## config.mk

```make
export PLATFORM = sky130hd
export DESIGN_NAME = volume_level_ctrl
export DESIGN_NICKNAME = d
export VERILOG_FILES = /design/src/rtl/volume_level_ctrl_pkg.sv /design/src/rtl/volume_level_ctrl_level_quantizer.sv /design/src/rtl/volume_level_ctrl.sv
export SDC_FILE = /design/constraint.sdc
export NUM_CORES = 1
export LEC_CHECK = 0
export BUFFER_PORTS_ARGS = -buffer_cell sky130_fd_sc_hd__buf_2
export CAP_MARGIN = 20
export CORE_MARGIN = 8
export CORE_UTILIZATION = 50
export CTS_CLUSTER_SIZE = 24
export DETAILED_ROUTE_END_ITERATION = 8
export HOLD_SLACK_MARGIN = 0.03
export PLACE_DENSITY = 0.79
export SYNTH_ARGS = -nofsm -noshare
export SYNTH_HDL_FRONTEND = slang
export SYNTH_SLANG_ARGS = --single-unit
export TNS_END_PERCENT = 20
```

## constraint.sdc

```tcl
create_clock -name CLK -period 9.2 [get_ports CLK]
set_clock_uncertainty 0.2 [all_clocks]
set_input_delay 1.38 -clock CLK [delete_from_list [all_inputs] [get_ports CLK]]
set_output_delay 1.38 -clock CLK [all_outputs]
set_load 0.1 [all_outputs]
```

## src/rtl/volume_level_ctrl_pkg.sv

```systemverilog
// Shared definitions for the microphone volume meter: sizes, FSM encoding,
// the sample-magnitude helper and the LED bar decoder.
package volume_level_ctrl_pkg;

    localparam int LEVEL_W  = 4;
    localparam int SAMPLE_W = 12;
    localparam int CNT_W    = 16;
    localparam int LED_W    = 16;

    localparam logic [SAMPLE_W-1:0] MAG_CLAMP = 12'd2047;

    typedef enum logic [1:0] {
        ST_ACQ     = 2'b00,
        ST_QUANT   = 2'b01,
        ST_PUBLISH = 2'b10
    } state_e;

    // Distance from the silence code, limited to the positive 12-bit signed range.
    function automatic logic [SAMPLE_W-1:0] sample_mag(
        input logic [SAMPLE_W-1:0] sample,
        input logic [SAMPLE_W-1:0] mid
    );
        logic [SAMPLE_W-1:0] diff;
        if (sample >= mid) begin
            diff = sample - mid;
        end else begin
            diff = mid - sample;
        end
        if (diff > MAG_CLAMP) begin
            diff = MAG_CLAMP;
        end else begin
            diff = diff;
        end
        return diff;
    endfunction

    // Thermometer bar; full-scale level lights the entire bar.
    function automatic logic [LED_W-1:0] therm_decode(input logic [LEVEL_W-1:0] lvl);
        logic [LED_W-1:0] bar;
        bar = {LED_W{1'b0}};
        for (int i = 0; i < LED_W; i++) begin
            if (i < int'(lvl)) begin
                bar[i] = 1'b1;
            end else begin
                bar[i] = 1'b0;
            end
        end
        if (lvl == 4'd15) begin
            bar = {LED_W{1'b1}};
        end else begin
            bar = bar;
        end
        return bar;
    endfunction

endpackage

```

## src/rtl/volume_level_ctrl_level_quantizer.sv

```systemverilog
// Maps a window's peak magnitude to a 0..15 display level, optionally limiting
// how fast the displayed level may fall.
module level_quantizer
    import volume_level_ctrl_pkg::*;
#(
    parameter int DECAY = 1
) (
    input  logic [SAMPLE_W-1:0] mag_max,
    input  logic [LEVEL_W-1:0]  prev_level,
    output logic [LEVEL_W-1:0]  new_level
);

    logic [SAMPLE_W-1:0] shifted_s;
    logic [LEVEL_W-1:0]  raw_s;
    logic [LEVEL_W-1:0]  floor_s;

    // Coarse level from the peak, then the decay floor one step below the old level.
    always_comb begin
        shifted_s = mag_max >> 7;
        if (shifted_s > 12'd15) begin
            raw_s = 4'd15;
        end else begin
            raw_s = shifted_s[LEVEL_W-1:0];
        end

        if (prev_level == 4'd0) begin
            floor_s = 4'd0;
        end else begin
            floor_s = prev_level - 4'd1;
        end

        if ((DECAY != 0) && (raw_s < floor_s)) begin
            new_level = floor_s;
        end else begin
            new_level = raw_s;
        end
    end

endmodule

```

## src/rtl/volume_level_ctrl.sv

```systemverilog
// Windowed peak volume meter: collects WINDOW samples, quantizes the peak to a
// 4-bit level and publishes level, LED bar and peak with a one-cycle valid pulse.
module volume_level_ctrl
    import volume_level_ctrl_pkg::*;
#(
    parameter int WINDOW   = 4000,
    parameter int DECAY    = 1,
    parameter int MIDPOINT = 2048
) (
    input  logic                CLK,
    input  logic                reset,
    input  logic                sample_en,
    input  logic [SAMPLE_W-1:0] mic_in,
    input  logic                freeze,
    output logic [LEVEL_W-1:0]  level,
    output logic [LED_W-1:0]    led,
    output logic [SAMPLE_W-1:0] peak,
    output logic                level_valid
);

    localparam logic [CNT_W-1:0]    WIN_LAST = CNT_W'(WINDOW - 1);
    localparam logic [SAMPLE_W-1:0] MID_CODE = SAMPLE_W'(MIDPOINT);

    state_e              state_q, state_d;
    logic [CNT_W-1:0]    cnt_q, cnt_d;
    logic [SAMPLE_W-1:0] max_q, max_d;
    logic [LEVEL_W-1:0]  new_level_q, new_level_d;
    logic [SAMPLE_W-1:0] peak_pend_q, peak_pend_d;
    logic [LEVEL_W-1:0]  level_q, level_d;
    logic [LED_W-1:0]    led_q, led_d;
    logic [SAMPLE_W-1:0] peak_q, peak_d;
    logic                valid_q, valid_d;

    logic [SAMPLE_W-1:0] mag_s;
    logic [LEVEL_W-1:0]  quant_level_s;

    level_quantizer #(
        .DECAY (DECAY)
    ) u_quant (
        .mag_max    (max_q),
        .prev_level (level_q),
        .new_level  (quant_level_s)
    );

    // Next-state and datapath; freeze holds every register and suppresses the pulse.
    always_comb begin
        mag_s       = sample_mag(mic_in, MID_CODE);
        state_d     = state_q;
        cnt_d       = cnt_q;
        max_d       = max_q;
        new_level_d = new_level_q;
        peak_pend_d = peak_pend_q;
        level_d     = level_q;
        led_d       = led_q;
        peak_d      = peak_q;
        valid_d     = 1'b0;

        if (freeze) begin
            valid_d = 1'b0;
        end else begin
            case (state_q)
                ST_ACQ: begin
                    if (sample_en) begin
                        if (mag_s > max_q) begin
                            max_d = mag_s;
                        end else begin
                            max_d = max_q;
                        end
                        cnt_d = cnt_q + 16'd1;
                        if (cnt_q == WIN_LAST) begin
                            state_d = ST_QUANT;
                        end else begin
                            state_d = ST_ACQ;
                        end
                    end else begin
                        state_d = ST_ACQ;
                    end
                end
                ST_QUANT: begin
                    new_level_d = quant_level_s;
                    peak_pend_d = max_q;
                    max_d       = {SAMPLE_W{1'b0}};
                    cnt_d       = {CNT_W{1'b0}};
                    state_d     = ST_PUBLISH;
                end
                ST_PUBLISH: begin
                    level_d = new_level_q;
                    led_d   = therm_decode(new_level_q);
                    peak_d  = peak_pend_q;
                    valid_d = 1'b1;
                    state_d = ST_ACQ;
                end
                default: begin
                    state_d = ST_ACQ;
                    cnt_d   = {CNT_W{1'b0}};
                    max_d   = {SAMPLE_W{1'b0}};
                end
            endcase
        end
    end

    // State and output registers with synchronous reset.
    always_ff @(posedge CLK) begin
        if (reset) begin
            state_q     <= ST_ACQ;
            cnt_q       <= {CNT_W{1'b0}};
            max_q       <= {SAMPLE_W{1'b0}};
            new_level_q <= {LEVEL_W{1'b0}};
            peak_pend_q <= {SAMPLE_W{1'b0}};
            level_q     <= {LEVEL_W{1'b0}};
            led_q       <= {LED_W{1'b0}};
            peak_q      <= {SAMPLE_W{1'b0}};
            valid_q     <= 1'b0;
        end else begin
            state_q     <= state_d;
            cnt_q       <= cnt_d;
            max_q       <= max_d;
            new_level_q <= new_level_d;
            peak_pend_q <= peak_pend_d;
            level_q     <= level_d;
            led_q       <= led_d;
            peak_q      <= peak_d;
            valid_q     <= valid_d;
        end
    end

    assign level       = level_q;
    assign led         = led_q;
    assign peak        = peak_q;
    assign level_valid = valid_q;

endmodule

```

; ---- After elaboration in Yosys (flattened, before gate mapping)
; Index checks and enable logic that the tools add are counted.
[word_totals]
regBits = 79
latch_bits = 0
mem_bits_rw = 0
romBits = 0
in_bits = 16
out_inout_bits = 33
wordCells = 78
memories = 0
[op_classes]
add_sub_neg = 4
n_mul = 0
n_div = 0
magnitude_cmp = 20
n_eq_ne = 6
shifts = 0
muxes = 30
bitwise = 2
n_reduce_logical = 7
[ops]
columns = op, n
row1 = 12-bit 2-to-1 mux, 4
row2 = 16-bit 2-to-1 mux, 2
row3 = 16-bit case mux with 2 select lines, 1
row4 = "4-bit < comparator, first input constant", 7
row5 = 12-bit case mux with 2 select lines, 1
row6 = 1-bit 2-to-1 mux, 17
row7 = "16-bit by 1-bit adder with 16-bit output, second input constant", 1
row8 = "16-bit by 12-bit equality test with 1-bit output, second input constant", 1
row9 = "3-bit by 4-bit < comparator with 1-bit output, first input constant", 4
row10 = "12-bit >= comparator, second input constant", 1
row11 = "12-bit by 11-bit > comparator with 1-bit output, second input constant", 1
row12 = 12-bit > comparator, 1
row13 = 4-bit 2-to-1 mux, 3
row14 = "12-bit subtractor, first input constant", 1
row15 = "12-bit subtractor, second input constant", 1
row16 = "1-bit by 4-bit < comparator with 1-bit output, first input constant", 2
row17 = "2-bit by 4-bit < comparator with 1-bit output, first input constant", 2
row18 = "5-bit by 4-bit > comparator with 1-bit output, second input constant", 1
row19 = "4-bit equality test, second input constant", 1
row20 = 4-bit zero test, 1
row21 = 4-bit < comparator, 1
row22 = "2-bit inequality test, second input constant", 2
row23 = 2-bit case mux with 2 select lines, 1
row24 = 2-bit AND reduction, 2
row25 = other kinds (9), 10

; ---- Logic depth before layout (Yosys ltp)
[logic_depth]
word_depth = 8
ltp_mapped = 14
ltp_nobuf = 13

; ---- Hierarchy
; Synthesis repeated with hierarchy kept, for this count alone.
[hier_totals]
hier_cells = 474
hier_area_um2 = 3737.3
[modules_own_cells]
columns = mod, n_inst, cells_per_inst, area_each_um2, seq_area_each_um2
row1 = volume_level_ctrl, 1, 445, 3547.2, 1581.5
row2 = level_quantizer, 1, 29, 190.2, 0.0

; ---- Worst setup path after synthesis
; Ideal clock, no wire load.
[synth_timing]
kind = input -> register
from = input port mic_in[4]
to = register max_q[10]
setup_ns = 0.072
t_arrival_ns = 3.829
t_required_ns = 8.928
slack_ns = 5.099
cell_stages = 11
path_buffers = 1
cell_sequence = or4_4 > nor3_2 > a21o_1 > mux2i_1 > ha_1 > a211oi_1 > o21ai_0 > or3_1 > nand3_1 > buf_4 > mux2i_1
[synth_between]
elab_chain_len = 7
word_cells_on_any_way = 12
classes_between = add/sub: 2 / order compare: 3 / eq/ne: 1 / mux: 5 / reduce/logical: 1
[synth_lines]
columns = item, line_no
row1 = start: declaration, volume_level_ctrl.sv:13  ; input logic [SAMPLE_W-1:0] mic_in,
row2 = 12-bit subtractor (tied with other cells), volume_level_ctrl_pkg.sv:27  ; diff = mid - sample;
row3 = 12-bit 2-to-1 mux *, volume_level_ctrl_pkg.sv:24  ; if (sample >= mid) begin
row4 = 12-bit by 11-bit > comparator with 1-bit output, volume_level_ctrl_pkg.sv:29  ; if (diff > MAG_CLAMP) begin
row5 = 12-bit 2-to-1 mux *, volume_level_ctrl_pkg.sv:29
row6 = 12-bit > comparator or 12-bit 2-to-1 mux (tied branches), volume_level_ctrl.sv:64  ; if (mag_s > max_q) begin
row7 = 2-bit inequality test (no line) or 12-bit 2-to-1 mux (tied branches), -
row8 = 4-bit AND reduction (no line) or 12-bit case mux with 2 select lines (tied branches), -
row9 = end signal: assignment, volume_level_ctrl.sv:107  ; max_q <= {SAMPLE_W{1'b0}};
row10 = end signal: assignment, volume_level_ctrl.sv:117  ; max_q <= max_d;
row11 = end: declaration, volume_level_ctrl.sv:26  ; logic [SAMPLE_W-1:0] max_q, max_d;
; Every way passes the cells marked *; elsewhere a longest branch is shown, timed or not. The select of a mux whose other input is x is not followed.
; A chain may end at the register's enable or synchronous reset.

; ---- Worst setup path after layout
[layout_timing]
from = input port mic_in[4]
to = register max_q[4]
; Same word-level chain as after synthesis.

==> flow_metrics.py <==
metrics = {
    "logic_synthesis": {
        "netlist-cell-type-count": 45,
        "synth.most_common_cell": "nand2_1",
        "async_reset_ff_share_pct": 0,
        "synth_edf_count": 0,
        "ys_ff_latch": 79,
        "syn_nets": 520,
        "syn_avg_cell_area_um2": 7.86,
        "synth_commonest_cells": "nand2_1, dfxtp_1, a21oi_1, nor2_1, clkbuf_1",
        "syn_area_mm2": 0.00383,
        "synth_top_area_share_pct": 41.3,
        "syn_inst": 487,
        "seq_area_frac_synth_pct": 41.3,
        "yosysTopAreaCell": "dfxtp_1",
        "synth_area_leaders": "dfxtp_1, nand2_1, a21oi_1",
        "synthFlopType": "dfxtp_1",
        "ys_warn_count": 0,
    },
    "drt": {
        "wire_per_inst_um": 12.9,
        "antenna_left": 0,
        "drtIter0Drc": 106,
        "routed_wl_um": 8100,
        "drc": 0,
        "via_count": 3344,
        "viasPerCell": 5.32,
        "dr.pass1.iters": 4,
    },
    "finish": {
        "final_cell_area_mm2": 0.00434,
        "area_delta_synth_final_pct": 13.4,
        "nets": 555,
        "diodes": 0,
        "utilization_pct": 57.3,
        "final_layout_size_suffix_gt1_share_pct": 14.8,
    },
    "clock_network": {
        "root_buffer": "clkbuf_8",
        "clock_path_buffers": 2,
        "cts_tree": "yes",
        "ctsHoldBuffers": 0,
        "cts_resized": 0,
        "cts_buffers": 9,
        "h-tree-depth": 3,
        "cts_sinks": 79,
        "post_cts_buffers": 0,
        "clk_latency_ns": 0.35,
        "path_clk_slew_ns": 0.08,
    },
    "timing": {
        "drv_slew": 0,
        "setup_viol": 0,
        "relSlewSlack_pct": 33.4,
        "period_minus_slack_ns": 4.34,
        "worst_pin_slew_ns": 0.995,
        "max_freq_mhz": 230,
        "fin_hold_ws_ns": 0.249,
        "finalSetupTns_ns": 0,
        "rsz0062_at_grt": "no",
        "fin_crit_sh_pct": 47.2,
        "final_hold_viol_count": 0,
    },
    "worst_setup_path": {
        "cp_max_fo": 12,
        "critPathKind": "in -> reg",
        "start_kind": "primary input",
        "crit_required_ns": 9.27,
        "cp.arrival_ns": 4.41,
        "critical_path.endpoint_type": "flip-flop",
        "ff2ff_path_depth": 7,
    },
    "floorplanning": {
        "rows": 32,
        "die_w_um": 103,
        "ioPinCount": 49,
        "die_area_mm2": 0.0107,
        "start_util_pct": 50.6,
        "core_mm2": 0.00757,
        "die_h_um": 103,
    },
    "placement": {
        "hpwl_um": 5900,
        "place_area_mm2": 0.00409,
        "portBuffers": 48,
        "gp_congestion": 0.872,
    },
    "global_route": {
        "grt_max_degree": 68,
        "grt_antenna_before_repair": 0,
        "grt_pass1_vias": 3156,
        "grt_pass1_wl_um": 14000,
        "gr-usage-all-layers_pct": 16.4,
        "grt-ovfl-total": 0,
    },
    "power": {
        "total_power_w": 0.000679,
        "peakVddDrop_mv": 0.102,
        "power.density_mw_per_mm2": 156,
        "p_leak_nw": 1.75,
    },
    "hold_path": {
        "hp-class": "reg -> reg",
        "holdPathStages": 2,
    },
    "flow_run": {
        "max-cap-violations": 0,
    },
    "outcome": {
        "status": "completed",
    },
}
where the power goes:
group,switching (W),leakage [nW],internal [W]
combinational,0.0000343,1.01,0.0000241
clock,0.000136,0.105,0.000137
sequential,0.00000290,0.637,0.000345
total,0.000173,1.75,0.000506
cell families after synthesis:
kind of cell	count (synthesis)	share of synthesized area (%)
AO/OA/AOI/OAI	98	14.5
XOR/XNOR	14	3.20
adder cells (fa/ha/maj)	17	5.56
buffers and inverters	45	4.58
flip-flops	79	41.3
multiplexers	15	3.92
other	1	0.0980
AND/OR/NAND/NOR	218	26.8
final timing paths:
| path | slack, ns | endpoint | from |
|---|---|---|---|
| setup / recovery | 4.86 | max_q[4]$_SDFFE_PP0P_ | mic_in[4] |
| hold reg to reg | 0.25 | led[10]$_SDFFE_PP0P_ | led[10]$_SDFFE_PP0P_ |
| setup reg to reg | 6.58 | max_q[4]$_SDFFE_PP0P_ | max_q[9]$_SDFFE_PP0P_ |
| hold / removal | 0.25 | led[10]$_SDFFE_PP0P_ | led[10]$_SDFFE_PP0P_ |
stage by stage:
step / setup slack, ns / instances
after CTS: 4.84 / 627
final: 4.86 / 629
after global routing: 4.63 / 629
after floorplan: 5.10 / 487
after detailed placement: 4.46 / 611
after global placement: 4.59 / 611
metal layers:
metal	track usage (%)	wire length (µm)
met1	18.9	3620
met2	28.2	3950
met3	4.69	439
met4	5.67	102
met5	0	0
area by class of cell:
class / instances / area (µm²)
multi-input combinational: 363 / 2070
clock inverter: 6 / 75.1
timing repair buffer: 51 / 280
clock buffer: 10 / 138
sequential: 79 / 1580
fill: 710 / 3230
inverter: 18 / 67.6
tap: 102 / 128
worst max-delay path, stage by stage:
cell and delay [ns]:
buf_2 0.13, or4_4 0.57, nor3_2 0.25, nor2_1 0.06, mux2i_1 0.19, ha_1 0.27, a211oi_1 0.23, o21ai_0 0.15
or3_1 0.38, nand3_1 0.53, mux2i_1 0.27
flip-flops by register name, indices dropped and copies added, names as in the netlist:
signal,cells
state_q,2
max_q,12
level,4
cnt_q,16
peak,12
peak_pend_q,12
level_valid,1
led,16
new_level_q,4
placed cells by master (no fill, tap or decap), types with 3 or more instances in the layout:
master / netlist / layout
nand3_1: 9 / 9
xor2_1: 9 / 9
o211ai_1: 5 / 5
nand4_1: 7 / 7
or3_1: 7 / 7
nor4_1: 5 / 5
a21oi_1: 61 / 61
o21ai_0: 14 / 14
or2_2: 3 / 3
nand2_1: 101 / 101
or4_4: 3 / 3
inv_1: 18 / 18
buf_2: 2 / 49
and3_1: 3 / 3
clkbuf_8: 0 / 10
nor2_1: 44 / 44
nand2b_1: 14 / 14
ha_1: 17 / 17
a311oi_1: 4 / 4
nor3b_1: 3 / 3
a211oi_1: 3 / 3
mux2i_1: 15 / 15
xnor2_1: 5 / 5
dfxtp_1: 79 / 79
nor3_1: 9 / 9
Power figures use the tool's default switching activity.
